`src/rtl/alu_exec_unit.sv`:
```
// Execute-stage ALU with a start/busy/done handshake; shifts run one bit per cycle.
// Define ALU_BARREL_SHIFT_EN to use a single-cycle barrel shifter instead (busy then never asserts).
module alu_exec_unit #(
    parameter int WIDTH   = 32,
    parameter int SHAMT_W = 5
) (
    input  logic             clk,
    input  logic             reset,
    input  logic             start,
    input  logic [3:0]       alu_control,
    input  logic [WIDTH-1:0] src_a,
    input  logic [WIDTH-1:0] src_b,
    output logic [WIDTH-1:0] result,
    output logic             zero,
    output logic             busy,
    output logic             done,
    output logic             illegal
);

    typedef enum logic [3:0] {
        OP_ADD  = 4'b0000,
        OP_SUB  = 4'b0001,
        OP_SLL  = 4'b0010,
        OP_SLT  = 4'b0011,
        OP_SLTU = 4'b0100,
        OP_XOR  = 4'b0101,
        OP_SRA  = 4'b0110,
        OP_SRL  = 4'b0111,
        OP_OR   = 4'b1000,
        OP_AND  = 4'b1001
    } op_e;

`ifndef ALU_BARREL_SHIFT_EN
    typedef enum logic [1:0] {
        IDLE  = 2'd0,
        SHIFT = 2'd1,
        DONE  = 2'd2
    } state_e;
`else
    typedef enum logic [1:0] {
        IDLE  = 2'd0,
        DONE  = 2'd2
    } state_e;
`endif

    state_e             state;
    logic [WIDTH-1:0]   comb_res;
    logic               is_illegal;
    logic [SHAMT_W-1:0] shamt;

    assign shamt = src_b[SHAMT_W-1:0];

`ifndef ALU_BARREL_SHIFT_EN
    logic               is_shift;
    logic [WIDTH-1:0]   shreg;
    logic [WIDTH-1:0]   shift_step;
    logic [SHAMT_W-1:0] cnt;
    op_e                op;
`endif

    // Single-cycle result; in the iterative build a shift yields src_a here (the shamt=0 case).
    always_comb begin
        comb_res   = '0;
        is_illegal = 1'b0;
`ifndef ALU_BARREL_SHIFT_EN
        is_shift   = 1'b0;
`endif
        case (op_e'(alu_control))
            OP_ADD:  comb_res = src_a + src_b;
            OP_SUB:  comb_res = src_a - src_b;
            OP_SLT:  comb_res = {{(WIDTH-1){1'b0}}, ($signed(src_a) < $signed(src_b))};
            OP_SLTU: comb_res = {{(WIDTH-1){1'b0}}, (src_a < src_b)};
            OP_XOR:  comb_res = src_a ^ src_b;
            OP_OR:   comb_res = src_a | src_b;
            OP_AND:  comb_res = src_a & src_b;
`ifdef ALU_BARREL_SHIFT_EN
            OP_SLL:  comb_res = src_a << shamt;
            OP_SRL:  comb_res = src_a >> shamt;
            OP_SRA:  comb_res = $unsigned($signed(src_a) >>> shamt);
`else
            OP_SLL, OP_SRL, OP_SRA: begin
                is_shift = 1'b1;
                comb_res = src_a;
            end
`endif
            default: is_illegal = 1'b1;
        endcase
    end

`ifndef ALU_BARREL_SHIFT_EN
    always_comb begin
        case (op)
            OP_SLL:  shift_step = {shreg[WIDTH-2:0], 1'b0};
            OP_SRA:  shift_step = {shreg[WIDTH-1], shreg[WIDTH-1:1]};
            default: shift_step = {1'b0, shreg[WIDTH-1:1]};
        endcase
    end
`endif

    always_ff @(posedge clk or posedge reset) begin
        if (reset) begin
            state   <= IDLE;
            result  <= '0;
            zero    <= 1'b0;
            busy    <= 1'b0;
            done    <= 1'b0;
            illegal <= 1'b0;
`ifndef ALU_BARREL_SHIFT_EN
            shreg   <= '0;
            cnt     <= '0;
            op      <= OP_ADD;
`endif
        end else begin
            case (state)
                IDLE: begin
                    done <= 1'b0;
                    if (start) begin
                        illegal <= is_illegal;
`ifndef ALU_BARREL_SHIFT_EN
                        if (is_shift && shamt != '0) begin
                            shreg <= src_a;
                            cnt   <= shamt;
                            op    <= op_e'(alu_control);
                            busy  <= 1'b1;
                            state <= SHIFT;
                        end else begin
                            result <= comb_res;
                            zero   <= (comb_res == '0);
                            done   <= 1'b1;
                            state  <= DONE;
                        end
`else
                        result <= comb_res;
                        zero   <= (comb_res == '0);
                        done   <= 1'b1;
                        state  <= DONE;
`endif
                    end
                end
`ifndef ALU_BARREL_SHIFT_EN
                // result is written only on the last step so partial shifts never show.
                SHIFT: begin
                    shreg <= shift_step;
                    cnt   <= cnt - 1'b1;
                    if (cnt == SHAMT_W'(1)) begin
                        result <= shift_step;
                        zero   <= (shift_step == '0);
                        busy   <= 1'b0;
                        done   <= 1'b1;
                        state  <= DONE;
                    end
                end
`endif
                DONE: begin
                    done  <= 1'b0;
                    state <= IDLE;
                end
                default: begin
                    busy  <= 1'b0;
                    done  <= 1'b0;
                    state <= IDLE;
                end
            endcase
        end
    end

endmodule

```
`config.mk`:
```
export PLATFORM = sky130hd
export DESIGN_NAME = alu_exec_unit
export DESIGN_NICKNAME = d
export VERILOG_FILES = /design/src/rtl/alu_exec_unit.sv
export SDC_FILE = /design/constraint.sdc
export NUM_CORES = 1
export LEC_CHECK = 0
export CORE_MARGIN = 2
export CORE_UTILIZATION = 70
export CTS_BUF_LIST = sky130_fd_sc_hd__clkbuf_8
export CTS_CLUSTER_SIZE = 20
export DETAILED_ROUTE_END_ITERATION = 10
export DONT_BUFFER_PORTS = 1
export HOLD_SLACK_MARGIN = 0.06
export PLACE_DENSITY = 0.89
export SYNTH_ARGS = -nofsm -noshare
export SYNTH_HDL_FRONTEND = slang
export SYNTH_SLANG_ARGS = --single-unit
export TNS_END_PERCENT = 5
```
`constraint.sdc`:
```
create_clock -name clk -period 8.18 [get_ports clk]
set_clock_uncertainty 0.05 [all_clocks]
set_input_delay 2.045 -clock clk [delete_from_list [all_inputs] [get_ports clk]]
set_output_delay 2.045 -clock clk [all_outputs]
set_load 0.05 [all_outputs]
```
# --- Word level (Yosys, flattened, before mapping) ---
# Index checks and enable logic that the tools add are counted.
totals:
  ff_bits: 79
  inputBits: 71
  elab_cells: 81
op_classes:
  addsub: 3
  magnitude_cmp: 2
  eq_ne: 18
  mux: 30
  n_bitwise: 4
  n_reduce_logical: 15
ops:
  columns: ["operator", "count"]
  rows:
  - ["32-bit case mux with 8 select lines", 1]
  - ["32-bit case mux with 2 select lines", 3]
  - ["32-bit 2-to-1 mux", 5]
  - ["32-bit logical NOT", 2]
  - ["32-bit < comparator", 2]
  - ["32-bit adder", 1]
  - ["32-bit bitwise AND", 1]
  - ["32-bit bitwise OR", 1]
  - ["32-bit subtractor", 1]
  - ["32-bit XOR", 1]
  - ["4-bit by 3-bit equality test with 1-bit output (second input constant)", 5]
  - ["4-bit by 2-bit equality test with 1-bit output (second input constant)", 3]
  - ["1-bit 2-to-1 mux", 11]
  - ["5-bit 2-to-1 mux", 2]
  - ["5-bit case mux with 2 select lines", 1]
  - ["10-bit OR reduction", 1]
  - ["4-bit equality test (second input constant)", 2]
  - ["2-bit inequality test (second input constant)", 4]
  - ["4-bit AND reduction", 2]
  - ["2-bit 2-to-1 mux", 3]
  - ["3-bit AND reduction", 2]
  - ["5-bit by 1-bit equality test with 1-bit output (second input constant)", 1]
  - ["5-bit nonzero test", 1]
  - ["5-bit by 1-bit subtractor with 5-bit output (second input constant)", 1]
  - ["other kinds (13)", 15]

# --- Depth between registers and ports, before layout ---
# Gate-level depths: netlist of run 1.
depth:
  word_depth: 7
  mapped_depth: 15

# --- Worst setup path after synthesis of run 1 ---
# Ideal clock, no wire load.
synth_path:
  path_type: "in2reg"
  startpoint: "input port src_a[0]"
  endpoint: "register zero"
  setup_time_ps: 76
  arrival_ps: 4862
  t_required_ps: 8054
  slack_ps: 3191
  stages: 15
  n_path_buf: 0
  cell_sequence: "inv_1 > ha_1 > inv_1 > fa_1 > nor2b_1 > o21ai_1 > a21oi_1 > or3_1 > a222oi_1 > nand4_1 > nor4_1 > nand4_1 > nor4_1 > nand4b_1 > o21ai_1"
synth_between:
  elab_chain_len: 6
  word_cells_on_any_way: 12
  cone_classes: "add/sub: 2; order compare: 2; mux: 4; bitwise: 3; reduce/logical: 1"
synth_rtl:
  columns: ["item", "line", "text"]
  rows:
  - ["from (decl)", "11", "input logic [WIDTH-1:0] src_a,"]
  - ["32-bit subtractor (tied with other cells)", "70", "OP_SUB: comb_res = src_a - src_b;"]
  - ["32-bit case mux with 8 select lines *", "68", "case (op_e'(alu_control))"]
  - ["32-bit logical NOT *", "128", "zero <= (comb_res == '0);"]
  - ["1-bit 2-to-1 mux *", "120", "if (is_shift && shamt != '0) begin"]
  - ["1-bit 2-to-1 mux *", "117", "if (start) begin"]
  - ["1-bit case mux with 2 select lines *", "114", "case (state)"]
  - ["to (signal assigned)", "128", null]
  - ["to (signal assigned)", "147", "zero <= (shift_step == '0);"]
  - ["to (decl)", "14", "output logic zero,"]
# Mark *: on every way between the ends. The rest lies on a longest branch, timed or not. The select of a mux whose other input is x is not followed.
# A chain may end at the register's enable or synchronous reset.

# --- Worst setup path in the final report of run 1 ---
# Same ends and word-level chain as after synthesis.

==> flow_summary.rst, run 1 <==
.. list-table::
   :header-rows: 1

   * - Metric
     - Value
   * - Hold buffers post-CTS
     - 0
   * - Startpoint class of the critical path
     - primary input
   * - Drt drc
     - 0
   * - Relative max-transition margin
     - 0.251
   * - Fraction of power consumed by sequential logic
     - 0.453
   * - Remaining antenna violation count
     - 0
   * - Shortest clock period the worst path allows after layout
     - ~5.6 ns
   * - Final Max Slew Viols
     - 0
   * - Setup violators final
     - 0
   * - Synthesized area per cell
     - roughly 7.4 µm²
   * - Layout overhead on the synthesized area
     - 1.59%
   * - Pin slew with the least headroom to its limit
     - between 1 and 1.5 ns
   * - Yosys warns
     - 0
   * - Classification of the worst setup path
     - in2reg
   * - Instance count after placement with tap cells included
     - 1476
   * - Combinational share of power
     - 0.425
   * - Congestion Overflow GR
     - 0
   * - Yosys top cell area share
     - 0.195
   * - Insertion delay to the later sink of the worst-skew pair
     - ~0.37 ns
   * - H-Tree Level Count
     - 3
   * - Pre-Repair DR Iteration Count
     - 8
   * - Dominant synthesized flop cell
     - sky130_fd_sc_hd__dfrtp_1
   * - Worst-path fanout max
     - 5
   * - Most common cell after layout, fill and taps aside
     - sky130_fd_sc_hd__nand2_1
   * - Async set-reset flop share out of synthesis
     - 1.00
   * - Ant. Diodes
     - 0
   * - Post-Synthesis Net Count
     - ~1600
   * - Dpl hpwl
     - roughly 26 mm
   * - Synth Instances
     - 1376
   * - Arrival @ worst endpoint
     - 5.86 ns
   * - Highest achievable clock rate
     - roughly 180 MHz
   * - Number of global-route vias before repair
     - 10300
   * - Ratio of routed vias to standard cells
     - roughly 7.4
   * - Leakage power
     - ~4.6 nW
   * - Setup TNS
     - 0 ns
   * - Library cells used by synthesis
     - 89
   * - Portion of the post-synthesis area used by sequential elements
     - 0.195
   * - Initial core utilization
     - 0.722
   * - Unrepaired setup endpoints after global routing
     - no
   * - Worst hold path class
     - reg2reg
   * - Site row count
     - 43
   * - Area of the core region
     - around 14000 µm²
   * - CP Data Required Time
     - approximately 8.4 ns
   * - Die area
     - about 15000 µm²
   * - Total routing usage reported by global routing
     - 0.438
   * - Maximum capacitance violations
     - 0
   * - TritonCTS sink count
     - 79
   * - Syn Std Cell Area
     - 10100 µm²
   * - Iteration-0 DRC count of the detailed router
     - ~1500
   * - Chip height
     - 124 µm
   * - Total CTS buffers
     - 9
   * - Clock share of power
     - 0.122
   * - Most used cells in the layout excluding fill and tap cells
     - sky130_fd_sc_hd__nand2_1, sky130_fd_sc_hd__a21oi_1, sky130_fd_sc_hd__ha_1
   * - Post-route non-filler standard cell count
     - 1490
   * - Internal power component
     - between 0.001 and 0.0015 W
   * - Number of buffers added on ports
     - 0
   * - Global-route wire length before repair
     - approximately 55 mm
   * - Switching power total
     - approximately 0.0013 W
   * - Post-CTS setup buffer count
     - 0
   * - Final worst path period share
     - 0.687
   * - Cell at the root of the clock tree
     - sky130_fd_sc_hd__clkbuf_8
   * - Worst voltage drop across the vdd grid
     - about 0.21 mV
   * - Run status
     - complete, no violations
   * - Die Wd
     - roughly 120 µm
   * - Worst Setup End Kind
     - flip-flop
   * - Number of flip-flops and latches in the synthesized netlist
     - 79
   * - Synth top area cells
     - sky130_fd_sc_hd__dfrtp_1, sky130_fd_sc_hd__ha_1, sky130_fd_sc_hd__nand2_1
   * - Detailed-route via count
     - 11000
   * - Leading area contributor after synthesis
     - sky130_fd_sc_hd__dfrtp_1
   * - Number of inserted filler cells in the final layout
     - about 1100
   * - Post-CTS resize count
     - 0
   * - Fraction of layout instances using a drive strength above 1
     - 0.0725
   * - Drt wl/cell
     - about 23 µm
   * - Maximum number of pins on one net before global-route repair
     - 80
   * - # nets final
     - between 1000 and 1500
   * - Clk pin slew, worst setup/hold paths
     - 0.08 ns
   * - Post-synth EDFFs
     - 0
   * - Number of hold violations in the final report
     - 0
   * - Clock tree from TritonCTS
     - done
   * - Final Wtd Congestion
     - slightly above 1
   * - Final Routed Wirelength
     - between 30 and 40 mm
   * - Power density cells
     - 228 nW/µm²
   * - CTS max path bufs
     - 2
   * - I/O pin count
     - 107
   * - Initial antenna violation count
     - 0
   * - Net Sw Frac
     - 0.539
==> power by group through the flow <==
stage | clock [W] | combinational, W | sequential [W]
finish | 0.000286 | 0.000998 | 0.00106
global route | 0.000299 | 0.00110 | 0.00108
CTS | 0.000282 | 0.000970 | 0.00105
detailed placement | 0 | 0.000965 | 0.00106
global placement | 0 | 0.000937 | 0.00105
floorplan | 0 | 0.000756 | 0.000989
==> state kept, by name (all words and copies together) (netlist names) <==
signal	count
busy	1
state	2
result	32
cnt	5
op	4
illegal	1
shreg	32
done	1
zero	1
==> logic make-up after synthesis <==
group,after synthesis,synth area share
buffers and inverters,198,0.0788
muxes,30,0.0307
adders and majority gates,107,0.133
and+or+nand+nor,496,0.237
AOI/OAI and AO/OA,463,0.323
xor gates and xnor gates,3,0.00259
DFF,79,0.195
==> worst max-delay path, stage by stage <==
cell and delay, ns:
sky130_fd_sc_hd__inv_1 0.06, sky130_fd_sc_hd__ha_1 0.20, sky130_fd_sc_hd__inv_1 0.06, sky130_fd_sc_hd__fa_1 0.42, sky130_fd_sc_hd__nor2b_1 0.16, sky130_fd_sc_hd__o21ai_1 0.43, sky130_fd_sc_hd__a21oi_1 0.19, sky130_fd_sc_hd__or3_1 0.33
sky130_fd_sc_hd__a222oi_1 0.52, sky130_fd_sc_hd__nand4_1 0.20, sky130_fd_sc_hd__nor4_1 0.51, sky130_fd_sc_hd__nand4_1 0.16, sky130_fd_sc_hd__nor4_1 0.31, sky130_fd_sc_hd__nand4b_1 0.13, sky130_fd_sc_hd__o21ai_1 0.14
==> routing by layer <==
layer  up-vias  global-route usage  part of all wire
li1       4926                   -                 -
met1      5032               0.540              0.37
met2       830               0.689              0.44
met3       205               0.112              0.12
met4         2               0.262             0.076
met5         -                   0           0.00074
==> cell type report <==
class | instances | area, µm² | share of cell area
Tap cell | 180 | 225 | 0.0219
Sequential cell | 79 | 1980 | 0.192
Clock buffer | 10 | 138 | 0.0134
Clock inverter | 4 | 47.5 | 0.00462
Multi-Input combinational cell | 1099 | 7420 | 0.720
Timing Repair Buffer | 14 | 105 | 0.0102
Inverter | 104 | 392 | 0.0380
==> synth_stat cells (9+ instances only) <==
master,count
sky130_fd_sc_hd__o31ai_1,30
sky130_fd_sc_hd__o21a_1,11
sky130_fd_sc_hd__ha_1,105
sky130_fd_sc_hd__nor2b_1,13
sky130_fd_sc_hd__mux2i_1,21
sky130_fd_sc_hd__o221ai_1,11
sky130_fd_sc_hd__o21ai_0,68
sky130_fd_sc_hd__dfrtp_1,79
sky130_fd_sc_hd__nand4_1,18
sky130_fd_sc_hd__nor2_1,95
sky130_fd_sc_hd__a21oi_1,108
sky130_fd_sc_hd__o211ai_1,12
sky130_fd_sc_hd__a21o_1,22
sky130_fd_sc_hd__a31oi_1,33
sky130_fd_sc_hd__nor4_1,26
sky130_fd_sc_hd__and3_1,22
sky130_fd_sc_hd__inv_1,104
sky130_fd_sc_hd__buf_2,15
sky130_fd_sc_hd__or2_2,16
sky130_fd_sc_hd__a21boi_0,18
sky130_fd_sc_hd__nand2_1,181
sky130_fd_sc_hd__a211oi_1,23
sky130_fd_sc_hd__mux2_2,9
sky130_fd_sc_hd__or3_1,10
sky130_fd_sc_hd__o21bai_1,10
sky130_fd_sc_hd__a221o_1,10
sky130_fd_sc_hd__buf_1,9
sky130_fd_sc_hd__a221oi_1,10
sky130_fd_sc_hd__nand3_1,38
sky130_fd_sc_hd__clkbuf_1,64
sky130_fd_sc_hd__nor3_1,34
==> metrics by stage <==
stage           util  area, µm²  total power, W  hold WS, ns  setup WS (ns)
4_1_cts        0.734      10300         0.00230        0.431           2.68
5_1_grt        0.734      10300         0.00247        0.450           2.41
6_report       0.734      10300         0.00235        0.430           2.56
3_5_place_dp   0.720      10100         0.00202        0.415           2.30
2_1_floorplan      -      10100         0.00175        0.385           3.19
3_3_place_gp   0.720      10100         0.00199        0.402           2.39
==> final timing paths <==
| kind | cells past startpoint | slack, ns | to | start |
|---|---|---|---|---|
| min in group asynchronous | 2 | 1.81 | result[5]$_DFFE_PP0P_ | reset |
| worst min register to register | 1 | 0.43 | op[1]$_DFFE_PP0P_ | op[1]$_DFFE_PP0P_ |
| worst max-delay path | 15 | 2.56 | zero$_DFFE_PP0P_ | src_a[0] |
| max in group asynchronous | 2 | 5.61 | shreg[21]$_DFFE_PP0P_ | reset |
| worst max register to register | 11 | 4.83 | zero$_DFFE_PP0P_ | state[0]$_DFFE_PP0P_ |
| worst min-delay path | 1 | 0.43 | op[1]$_DFFE_PP0P_ | op[1]$_DFFE_PP0P_ |
(Power assumes the default switching activity.)
==> run 2, diff against run 1 <==
--- a/config.mk
+++ b/config.mk
@@ -6,13 +6,13 @@
 export NUM_CORES = 1
 export LEC_CHECK = 0
 export CORE_MARGIN = 2
-export CORE_UTILIZATION = 70
+export CORE_UTILIZATION = 61
 export CTS_BUF_LIST = sky130_fd_sc_hd__clkbuf_8
 export CTS_CLUSTER_SIZE = 20
 export DETAILED_ROUTE_END_ITERATION = 10
 export DONT_BUFFER_PORTS = 1
 export HOLD_SLACK_MARGIN = 0.06
-export PLACE_DENSITY = 0.89
+export PLACE_DENSITY = 0.83
 export SYNTH_ARGS = -nofsm -noshare
 export SYNTH_HDL_FRONTEND = slang
 export SYNTH_SLANG_ARGS = --single-unit
==> constraint.sdc (replaced) <==
create_clock -name clk -period 4.55 [get_ports clk]
set_clock_uncertainty 0.05 [all_clocks]
set_input_delay 1.1375 -clock clk [delete_from_list [all_inputs] [get_ports clk]]
set_output_delay 1.1375 -clock clk [all_outputs]
set_load 0.05 [all_outputs]
==> flow_summary.rst, run 2 (synthesis gave the netlist of run 1 again) <==
.. list-table::
   :header-rows: 1

   * - Metric
     - Value
   * - Clock tree from TritonCTS
     - done
   * - Most used cells in the layout excluding fill and tap cells
     - sky130_fd_sc_hd__nand2_1, sky130_fd_sc_hd__a21oi_1, sky130_fd_sc_hd__ha_1
   * - Site row count
     - 47 (+9.3%)
   * - Instance count after placement with tap cells included
     - 1567 (+6.2%)
   * - Clk pin slew, worst setup/hold paths
     - 0.08 ns (about the same)
   * - Arrival @ worst endpoint
     - 4.63 ns (-1.23 ns)
   * - Dpl hpwl
     - 28.5 mm (+8.5%)
   * - Global-route wire length before repair
     - 58.4 mm (+6.0%)
   * - Worst voltage drop across the vdd grid
     - 0.336 mV (+57%)
   * - CP Data Required Time
     - 4.79 ns (-3.63 ns)
   * - Unrepaired setup endpoints after global routing
     - no
   * - Largest registers
     - result (32), shreg (32), cnt (5)
   * - Final Wtd Congestion
     - 1.04 (+0.80%)
   * - Pin slew with the least headroom to its limit
     - 1.04 ns (-0.0810 ns)
   * - Area post-placement
     - 10600 µm² (+4.4%)
   * - Final Routed Wirelength
     - 37.9 mm (+8.4%)
   * - Relative max-transition margin
     - 0.305 (+0.0540)
   * - Die area
     - 17700 µm² (+14%)
   * - Initial antenna violation count
     - 1 (+1)
   * - Drt drc
     - 0 (unchanged)
   * - Number of buffers added on ports
     - 0 (unchanged)
   * - Congestion Overflow GR
     - 0 (unchanged)
   * - Drt wl/cell
     - 23.9 µm (+1.9%)
   * - Highest achievable clock rate
     - between 200 and 250 MHz
   * - Classification of the worst setup path
     - in2reg
   * - Final worst path period share
     - 0.964
   * - Startpoint class of the critical path
     - primary input
   * - Cell at the root of the clock tree
     - sky130_fd_sc_hd__clkbuf_8
   * - Ratio of routed vias to standard cells
     - 7.15 (-3.1%)
   * - Number of hold violations in the final report
     - 0 (unchanged)
   * - Setup TNS
     - 0 ns (unchanged)
   * - Setup violators final
     - 0 (unchanged)
   * - H-Tree Level Count
     - 3 (unchanged)
   * - Shortest clock period the worst path allows after layout
     - approximately 4.4 ns
   * - Iteration-0 DRC count of the detailed router
     - 1350 (-13%)
   * - Worst hold path class
     - reg2reg
   * - Fraction of layout instances using a drive strength above 1
     - 0.108 (+0.0353)
   * - Run status
     - complete, no violations
   * - Remaining antenna violation count
     - 0 (unchanged)
   * - Chip height
     - 133 µm (+6.9%)
   * - Area of the core region
     - 16400 µm² (+17%)
   * - Leakage power
     - 4.91 nW (+5.8%)
   * - Total CTS buffers
     - 9 (unchanged)
   * - Pre-CTS worst setup slack
     - 0.00597 ns (-2.30 ns)
   * - Hold Crit Depth
     - 1 (unchanged)
   * - Die Wd
     - 133 µm (+6.9%)
   * - Pre-Repair DR Iteration Count
     - 7 (-1)
   * - Maximum number of pins on one net before global-route repair
     - 62 (-23%)
   * - CTS max path bufs
     - 2 (unchanged)
   * - Most common cell after layout, fill and taps aside
     - sky130_fd_sc_hd__nand2_1
   * - I/O pin count
     - 107 (unchanged)
   * - Number of inserted filler cells in the final layout
     - 1449 (+26%)
   * - Worst-path fanout max
     - 6 (+1)
   * - Total routing usage reported by global routing
     - 0.418 (-0.0200)
   * - Hold buffers post-CTS
     - 0 (unchanged)
   * - Post-CTS resize count
     - 0 (unchanged)
   * - Insertion delay to the later sink of the worst-skew pair
     - 0.37 ns (about the same)
   * - Detailed-route via count
     - 11300 (+3.1%)
   * - Maximum capacitance violations
     - 0 (unchanged)
   * - # nets final
     - 1536 (+3.4%)
   * - Number of global-route vias before repair
     - 10500 (+2.0%)
   * - Worst-case reg-to-reg path depth
     - 11 (unchanged)
   * - Worst Setup End Kind
     - flip-flop
   * - Initial core utilization
     - 0.618 (-0.104)
   * - Total power consumption of the routed design
     - 0.00438 W (+87%)
   * - Layout overhead on the synthesized area
     - 6.39%
   * - Slack of the critical path
     - 0.162 ns (-2.40 ns)
   * - Area of all placed cells without fillers
     - 10800 µm² (+4.7%)
   * - Final Max Slew Viols
     - 0 (unchanged)
   * - Post-CTS setup buffer count
     - 0 (unchanged)
   * - TritonCTS sink count
     - 79 (unchanged)
   * - Post-route non-filler standard cell count
     - 1585 (+6.4%)
   * - Power density cells
     - 406 nW/µm² (+78%)
==> run 2: changes by cell type in the layout (fill, tap and decap cells not counted), moves of 2 or more <==
| cell | delta |
|---|---|
| sky130_fd_sc_hd__clkinv_2 | -2 |
| sky130_fd_sc_hd__buf_4 | +50 |
| sky130_fd_sc_hd__clkinv_4 | +2 |
| sky130_fd_sc_hd__diode_2 | +2 |
==> run 2: power by group <==
group / leakage [nW] / total [W] / switching [W] / internal (W)
Clock: 0.111 / 0.000598 / 0.000287 / 0.000311
Combinational: 3.88 / 0.00187 / 0.00115 / 0.000718
Sequential: 0.915 / 0.00191 / 0.000892 / 0.00102
Total: 4.91 / 0.00438 / 0.00233 / 0.00205
==> run 2: final timing paths <==
| check | end | slack (ns) | start |
|---|---|---|---|
| setup / recovery | zero$_DFFE_PP0P_ | 0.16 | src_b[2] |
| hold / removal | op[1]$_DFFE_PP0P_ | 0.43 | op[1]$_DFFE_PP0P_ |
| setup reg to reg | zero$_DFFE_PP0P_ | 1.49 | state[1]$_DFFE_PP0P_ |
| hold reg to reg | op[1]$_DFFE_PP0P_ | 0.43 | op[1]$_DFFE_PP0P_ |
| max in group asynchronous | shreg[31]$_DFFE_PP0P_ | 2.79 | reset |
| min in group asynchronous | state[0]$_DFFE_PP0P_ | 0.81 | reset |
==> run 2: worst max-delay path, cell delays in order <==
cell                       delay [ns]
sky130_fd_sc_hd__inv_1           0.04
sky130_fd_sc_hd__ha_1            0.37
sky130_fd_sc_hd__a21oi_1         0.40
sky130_fd_sc_hd__a21oi_1         0.20
sky130_fd_sc_hd__o211a_1         0.30
sky130_fd_sc_hd__o21ai_0         0.61
sky130_fd_sc_hd__a21o_1          0.27
sky130_fd_sc_hd__buf_4           0.15
sky130_fd_sc_hd__mux2i_1         0.19
sky130_fd_sc_hd__o311a_1         0.24
sky130_fd_sc_hd__nand3_1         0.14
sky130_fd_sc_hd__nor4_1          0.27
sky130_fd_sc_hd__nand4b_1        0.16
sky130_fd_sc_hd__o21ai_1         0.14
==> run 2: cell type report <==
cell class	count	area, µm²	share of cell area
repair buffers	65	500	0.0464
clock buffers	9	124	0.0115
inverters	104	392	0.0363
well taps	220	275	0.0255
diodes	2	5.00	0.000464
clock inverters	7	97.6	0.00905
multi-input cells	1099	7420	0.688
flip-flops and latches	79	1980	0.183
==> run 2: through the flow <==
| step | utilization | hold slack, ns |
|---|---|---|
| final | 0.658 | 0.434 |
| after global routing | 0.657 | 0.448 |
| after CTS | 0.657 | 0.437 |
| after detailed placement | 0.644 | 0.411 |
| after global placement | 0.644 | 0.402 |
| after floorplan | - | 0.385 |
==> run 2: layer usage <==
metal,vias to the layer above,GRT usage,wire length (µm)
li1,5030,-,-
met1,5283,0.523,14200
met2,826,0.667,16800
met3,198,0.0935,4380
met4,0,0.233,2560
met5,-,0,0
